`src/rtl/sec_queue_pkg.sv`:
```
// Shared definitions for the domain-tagged queues: security domain
// encodings and the occupancy state encoding.
package sec_queue_pkg;

  localparam logic DOMAIN_NS = 1'b0;
  localparam logic DOMAIN_S  = 1'b1;

  typedef enum logic [1:0] {
    Q_EMPTY = 2'd0,
    Q_ONE   = 2'd1,
    Q_FULL  = 2'd2
  } q_state_t;

endpackage

```
`src/rtl/sec_queue2_ctrl.sv`:
```
// Occupancy FSM for sec_queue2: ready/valid generation and the per-entry
// load / shift / clear enables, including domain-flush compaction.
module sec_queue2_ctrl
  import sec_queue_pkg::*;
(
  input  logic       clk,
  input  logic       reset,
  input  logic       enq_val,
  input  logic       deq_rdy,
  input  logic       flush_val,
  input  logic       flush_domain,
  input  logic       dom0,
  input  logic       dom1,
  output logic       enq_rdy,
  output logic       deq_val,
  output logic [1:0] count,
  output logic       load0,
  output logic       load1,
  output logic       shift,
  output logic       clr0,
  output logic       clr1
);

  q_state_t state, state_n;
  logic     enq_fire, deq_fire, kill0, kill1;

  assign enq_rdy  = (state != Q_FULL) && !flush_val;
  assign deq_val  = (state != Q_EMPTY) && !flush_val;
  assign count    = 2'(state);
  assign enq_fire = enq_val && enq_rdy;
  assign deq_fire = deq_val && deq_rdy;

  // A valid entry is killed by a flush when its domain matches.
  assign kill0 = flush_val && (state != Q_EMPTY) && (dom0 == flush_domain);
  assign kill1 = flush_val && (state == Q_FULL)  && (dom1 == flush_domain);

  always_ff @(posedge clk) begin
    if (!reset) state <= Q_EMPTY;
    else        state <= state_n;
  end

  always_comb begin
    state_n = state;
    load0   = 1'b0;
    load1   = 1'b0;
    shift   = 1'b0;
    clr0    = 1'b0;
    clr1    = 1'b0;
    if (flush_val) begin
      if (kill0 && kill1) begin
        clr0    = 1'b1;
        clr1    = 1'b1;
        state_n = Q_EMPTY;
      end else if (kill0 && state == Q_FULL) begin
        shift   = 1'b1;
        clr1    = 1'b1;
        state_n = Q_ONE;
      end else if (kill0) begin
        clr0    = 1'b1;
        state_n = Q_EMPTY;
      end else if (kill1) begin
        clr1    = 1'b1;
        state_n = Q_ONE;
      end
    end else begin
      unique case (state)
        Q_EMPTY: if (enq_fire) begin
          load0   = 1'b1;
          state_n = Q_ONE;
        end
        Q_ONE: begin
          if (enq_fire && deq_fire) begin
            load0 = 1'b1;
          end else if (enq_fire) begin
            load1   = 1'b1;
            state_n = Q_FULL;
          end else if (deq_fire) begin
            clr0    = 1'b1;
            state_n = Q_EMPTY;
          end
        end
        Q_FULL: if (deq_fire) begin
          shift   = 1'b1;
          clr1    = 1'b1;
          state_n = Q_ONE;
        end
        default: state_n = Q_EMPTY;
      endcase
    end
  end

endmodule

```
`src/rtl/sec_queue2.sv`:
```
// Two-entry domain-tagged valid/ready queue with single-cycle domain flush;
// freed entries and the empty-queue outputs are always scrubbed to zero.
module sec_queue2
  import sec_queue_pkg::*;
#(
  parameter int P_NBITS = 32
) (
  input  logic               clk,
  input  logic               reset,
  input  logic               enq_val,
  output logic               enq_rdy,
  input  logic               enq_domain,
  input  logic [P_NBITS-1:0] enq_msg,
  output logic               deq_val,
  input  logic               deq_rdy,
  output logic               deq_domain,
  output logic [P_NBITS-1:0] deq_msg,
  input  logic               flush_val,
  input  logic               flush_domain,
  output logic [1:0]         count
);

  logic [P_NBITS-1:0] ent0_msg, ent1_msg;
  logic               ent0_dom, ent1_dom;
  logic               load0, load1, shift, clr0, clr1;

  sec_queue2_ctrl u_ctrl (
    .clk          (clk),
    .reset        (reset),
    .enq_val      (enq_val),
    .deq_rdy      (deq_rdy),
    .flush_val    (flush_val),
    .flush_domain (flush_domain),
    .dom0         (ent0_dom),
    .dom1         (ent1_dom),
    .enq_rdy      (enq_rdy),
    .deq_val      (deq_val),
    .count        (count),
    .load0        (load0),
    .load1        (load1),
    .shift        (shift),
    .clr0         (clr0),
    .clr1         (clr1)
  );

  // Storage is zeroed on reset too, so nothing of a previous world survives.
  always_ff @(posedge clk) begin
    if (!reset) begin
      ent0_msg <= '0;
      ent0_dom <= DOMAIN_NS;
      ent1_msg <= '0;
      ent1_dom <= DOMAIN_NS;
    end else begin
      if (load0) begin
        ent0_msg <= enq_msg;
        ent0_dom <= enq_domain;
      end else if (shift) begin
        ent0_msg <= ent1_msg;
        ent0_dom <= ent1_dom;
      end else if (clr0) begin
        ent0_msg <= '0;
        ent0_dom <= DOMAIN_NS;
      end
      if (load1) begin
        ent1_msg <= enq_msg;
        ent1_dom <= enq_domain;
      end else if (clr1) begin
        ent1_msg <= '0;
        ent1_dom <= DOMAIN_NS;
      end
    end
  end

  assign deq_msg    = (count != 2'(Q_EMPTY)) ? ent0_msg : '0;
  assign deq_domain = (count != 2'(Q_EMPTY)) ? ent0_dom : DOMAIN_NS;

endmodule

```
`config.mk`:
```
export PLATFORM = sky130hd
export DESIGN_NAME = sec_queue2
export DESIGN_NICKNAME = d
export VERILOG_FILES = /design/src/rtl/sec_queue_pkg.sv /design/src/rtl/sec_queue2_ctrl.sv /design/src/rtl/sec_queue2.sv
export SDC_FILE = /design/constraint.sdc
export NUM_CORES = 1
export LEC_CHECK = 0
export CORE_ASPECT_RATIO = 2
export CORE_MARGIN = 4
export CORE_UTILIZATION = 52
export CTS_CLUSTER_SIZE = 20
export DETAILED_ROUTE_END_ITERATION = 10
export GPL_TIMING_DRIVEN = 1
export HOLD_SLACK_MARGIN = 0.06
export PLACE_DENSITY = 0.86
export SLEW_MARGIN = 10
export SYNTH_ARGS = -nofsm -noshare
export SYNTH_HDL_FRONTEND = slang
export SYNTH_SLANG_ARGS = --single-unit
```
`constraint.sdc`:
```
create_clock -name clk -period 1.8 [get_ports clk]
set_clock_uncertainty 0.05 [all_clocks]
set_input_delay 0.18 -clock clk [delete_from_list [all_inputs] [get_ports clk]]
set_output_delay 0.18 -clock clk [all_outputs]
set_load 0.02 [all_outputs]
```
=== Yosys cells after proc, flatten, opt, wreduce, memory -nomap -nowiden ===
Cells that the tools add are included.

* Equal/unequal tests: 10
* Mux-type cells: 47
* Reduce and logical (&&, ||, !) cells: 17

{| class="wikitable"
|+ Operator list
! kind !! number
|-
| 32-bit 2-to-1 mux || 6
|-
| 1-bit 2-to-1 mux || 29
|-
| 2-bit 2-to-1 mux || 10
|-
| 1-bit logical AND || 11
|-
| 3-bit by 2-bit inequality test with 1-bit output (second input constant) || 2
|-
| 2-bit case mux with 3 select lines || 1
|-
| 5-bit by 1-bit inequality test with 1-bit output (second input constant) || 1
|-
| 5-bit AND reduction || 1
|-
| 4-bit by 2-bit inequality test with 1-bit output (second input constant) || 1
|-
| 2-bit nonzero test || 2
|-
| 3-bit inequality test (second input constant) || 1
|-
| 3-bit nonzero test || 1
|-
| 1-bit equality test || 2
|-
| 2-bit by 1-bit equality test with 1-bit output (second input constant) || 1
|-
| 2-bit equality test (second input constant) || 1
|-
| 2-bit logical NOT || 1
|-
| 2-bit inequality test (second input constant) || 1
|-
| 1-bit case mux with 2 select lines || 1
|-
| 1-bit logical NOT || 1
|}

* Bits of input ports: 39
* Logic and storage cells: 79
* Output and inout port bits: 37
* Flip-flop bits (word level): 68

=== Depth between registers and ports, before layout ===
* Word-level depth: 11
* Mapped depth: 7
* Depth with buffers taken out: 4

=== By module ===
From an unflattened synthesis, not the netlist that was laid out.

* Cell total of the unflattened synthesis: 414
* Area, all modules: 3458.3 um2

{| class="wikitable"
|+ By module, submodules not included
! module !! cells each !! seq. area each (um2) !! area an instance (um2) !! times used
|-
| sec_queue2 || 369 || 1321.3 || 3176.8 || 1
|-
| sec_queue2_ctrl || 45 || 40.0 || 281.5 || 1
|}

=== Worst setup path before layout ===
Ideal clock, no wire load.

* Kind: reg-to-output
* Start: register u_ctrl.state[0], in the netlist u_ctrl.count[0]
* End: output deq_msg[10]
* Arrival: 1412 ps
* Slack: 158 ps
* Data required time: 1570 ps
* Cell stages (with the launch flop): 5
* Path buffers: 2
* Path through: dfxtp_1 -> buf_2 -> nor2_1 -> clkbuf_1 -> nor2b_1

* Word-level cells in the longest chain between the ends: 2

{| class="wikitable"
|+ RTL lines
! item !! RTL line !! RTL
|-
| start: declaration || sec_queue2_ctrl.sv:24 || <nowiki>q_state_t state, state_n;</nowiki>
|-
| start signal: assignment || sec_queue2_ctrl.sv:39 || <nowiki>else state <= state_n;</nowiki>
|-
| 2-bit nonzero test || sec_queue2.sv:74 || <nowiki>assign deq_msg = (count != 2'(Q_EMPTY)) ? ent0_msg : '0;</nowiki>
|-
| 32-bit 2-to-1 mux || sec_queue2.sv:74 ||
|-
| end: declaration || sec_queue2.sv:17 || <nowiki>output logic [P_NBITS-1:0] deq_msg,</nowiki>
|}

No other way between the ends.

=== Worst setup path after layout ===
* Start: register u_ctrl.state[1], in the netlist u_ctrl.count[1]
* End: output deq_msg[10]

The elaborated chain is that of the path after synthesis.

==> results.md <==
- Slew HR: 0.595
- CP arrival: approximately 1.5 ns
- ANT nets after route: 0
- Met3 GRT Util: 0.0416
- Initial antenna violation count: 0
- Synthesized flop and latch total: 68
- Crit-path max FO: 13
- Post-synth EDFFs: 0
- Minimum clock period: about 1.7 ns
- Mapped Area: 3890 um2
- Reg2reg end: ent1_msg[9]
- H-tree levels: 3
- Worst hold path type: input pin to register
- Inserted Diodes: 0
- DR WL/cell: around 17 um
- First-pass GRT wire length: roughly 16000 um
- Drt total wl: between 10000 and 15000 um
- Worst setup path startpoint: u_ctrl.count[1]
- CP Class: register to primary output
- Syn_nets: about 470
- Register clock-pin slew on the reported worst setup and hold paths: 0.06 ns
- IO Count: 76
- DRC: 0
- Count of final hold-check violations: 0
- CP endpoint kind: primary output
- Post-layout power: between 3 and 4 mW
- Placed cell area: approximately 4700 um2
- GP Congestion: around 0.86
- Req. time, crit path: approximately 1.6 ns
- Buffers on Ports: 75
- GRT Max-Usage Layer: met2
- Internal cell power: approximately 2.8 mW
- Buf+Inv Stages, Crit Path: 2
- Most frequent cells in the layout: nand2_1 (70), nor2b_1 (67), a32oi_1 (66)
- Fillers: approximately 600
- Worst r2r src: u_ctrl.count[1]
- PwrDens: between 700 and 800 nW/um2
- Delay-heaviest family, CP: buffers and inverters
- Startpoint Class: register
- Slew Viols, Final: 0
- Starting Density: 0.536
- M1 GR Usage: 0.251
- First-pass detailed-route iteration total: 6
- Switching power: 1.04 mW
- Switch share: 0.270
- Crit path largest cell delay: approximately 0.37 ns
- Vias per cell: roughly 6.2
- Clock Power Share: 0.399
- Die X: approximately 69 um
- Seq/Total Area, Yosys: 0.350
- Vias in the first global route: about 3500
- Most common flop cell mapped by yosys: dfxtp_1
- Share of layout cells above drive strength 1: 0.164
- Async SR Flop Fraction: 0
- Commonest non-fill, non-tap cell in the layout: nand2_1
- Fmax: around 580 MHz
- Core area: between 7000 and 8000 um2
- Largest net degree at the start of global routing: 104
- Setup Slack @ Placement: -0.329 ns
- Area fraction of the dominant cell type after synthesis: 0.350
- Worst-margin pin slew: roughly 0.61 ns
- Hold_buf cts: 0
- Worst VDD drop: a little over 600 uV
- Critical path destination: deq_msg[10]
- Worst path slowest cell: dfxtp_4
- CTS tree: built
- Post-Synthesis Cells: 429
- Cell Chain, Critical Path: nor2_4 > buf_4 > nor2b_1 > dlygate4sd2_1
- Clock root cell: clkbuf_16
- Vias post-DR: roughly 3600
- Placed insts: about 570
- Chip height: 130 um
- CTS max path bufs: 2
- Yosys Warn Count: 0
- Final count of negative-setup-slack endpoints: 0
- GR Util All Layers: 0.218
- Syn Area/Cell: 9.07 um2
- Grt ovf: 0
- Fin Setup TNS: 0 ns
- Clock insertion delay at the later pin of the skew report: around 0.33 ns
- Final critical-path share of the clock period: 0.964
- First DRT Iteration DRCs: 306
- Worst reg2reg setup slack: about 0.1 ns
- Met2 Usage GRT: 0.369
- Final Non-Filler Cells: between 500 and 600
- Gate power share: 0.182
- Max_cap viols: 0
- Yosys top cell by area: dfxtp_1
- Cell count of the worst reg-to-reg path: 7
- Area Growth Syn to Fin: 27.8%
- PnR worst setup slack: ~0.065 ns
- CTS buffer count: 9
- NumNets Final: roughly 530
- Leak pwr: 1.70 nW
- CP Depth: 4
- Std cell rows: 44
- Final Instance Area: ~5000 um2
- Clock sinks: a little under 70
- Die ar.: 9020 um2
- Status: complete, no violations
- Reg power frac: 0.419
- Top cells by area, synth: dfxtp_1 (35%), a32oi_1 (15%), o2bb2ai_2 (12%), nor2b_1 (11%), nand2_1 (6.8%)
- Cell variety after synth: 37
- Post-DP HPWL: ~6400 um
## cell families (layout without fill, tap and decap cells)
group	after synthesis	in the layout	share of synthesized area
simple gates	159	159	0.218
compound gates	144	145	0.338
flops	68	68	0.350
buf+inv	54	117	0.0839
mux	3	3	0.00836
xor+xnor	1	1	0.00225
## tightest hold or removal path: stages
cell and delay (ns):
buf_4 0.12, buf_12 0.24, o2bb2ai_2 0.17
## worst min path at each step
| stage | depth (start not counted) | slack [ns] | from | to |
|---|---|---|---|---|
| 4_1_cts | 4 | 0.37 | reset | u_ctrl.count[0] |
| 5_1_grt | 3 | 0.40 | reset | ent0_msg[13] |
| 3_5_place_dp | 2 | 0.40 | ent0_msg[7] | ent0_msg[7] |
| 3_3_place_gp | 2 | 0.40 | ent0_msg[7] | ent0_msg[7] |
| 6_report | 3 | 0.37 | reset | ent0_msg[13] |
| 2_1_floorplan | 2 | 0.28 | enq_domain | ent1_dom |
## final cells by class
class | count | area, um2 | share of cell area
clock inverters | 3 | 15.0 | 0.00302
well taps | 92 | 115 | 0.0231
repair buffers | 99 | 980 | 0.197
inverters | 3 | 11.3 | 0.00226
flip-flops and latches | 68 | 1370 | 0.275
clock buffers | 12 | 236 | 0.0475
multi-input cells | 308 | 2250 | 0.452
## per-layer routing
metal	vias up	part of all wire
met2	153	0.51
met3	24	0.059
met1	1743	0.40
met5	-	0
met4	0	0.033
li1	1714	-
## per-stage QoR
| stage | util | hold slack, ns |
|---|---|---|
| after floorplan | - | 0.285 |
| after global placement | 0.647 | 0.399 |
| after detailed placement | 0.647 | 0.404 |
| after CTS | 0.678 | 0.370 |
| after global routing | 0.685 | 0.398 |
| final | 0.685 | 0.371 |
## synth_stat cells, drive strengths merged (2+ instances only)
cell type / count
nand2: 70
dfxtp: 68
nor2b: 67
a32oi: 66
o21ai: 36
o2bb2ai: 33
buf: 31
clkbuf: 20
nand2b: 4
nor2: 4
a21oi: 3
inv: 3
nand3: 3
and3: 2
mux2: 2
## power by group through the flow
stage	sequential [mW]	clock (mW)	combinational [mW]
4_1_cts	1.61	1.54	0.688
2_1_floorplan	1.62	0	0.422
5_1_grt	1.62	1.61	0.745
3_3_place_gp	1.63	0	0.681
3_5_place_dp	1.64	0	0.697
6_report	1.61	1.53	0.699
## sequential cells by signal, indices dropped and copies added (netlist names)
name          count
ent0_msg         32
u_ctrl.count      2
ent1_msg         32
ent1_dom          1
ent0_dom          1
## timing repair
item                       in CTS  in global routing
buffers inserted                0                  3
pin swaps                       3                  3
gates resized for setup        41                  3
gates cloned                    0                  1
setup endpoints to repair      77                 66
No activity file was read; power rests on OpenSTA's default activity.
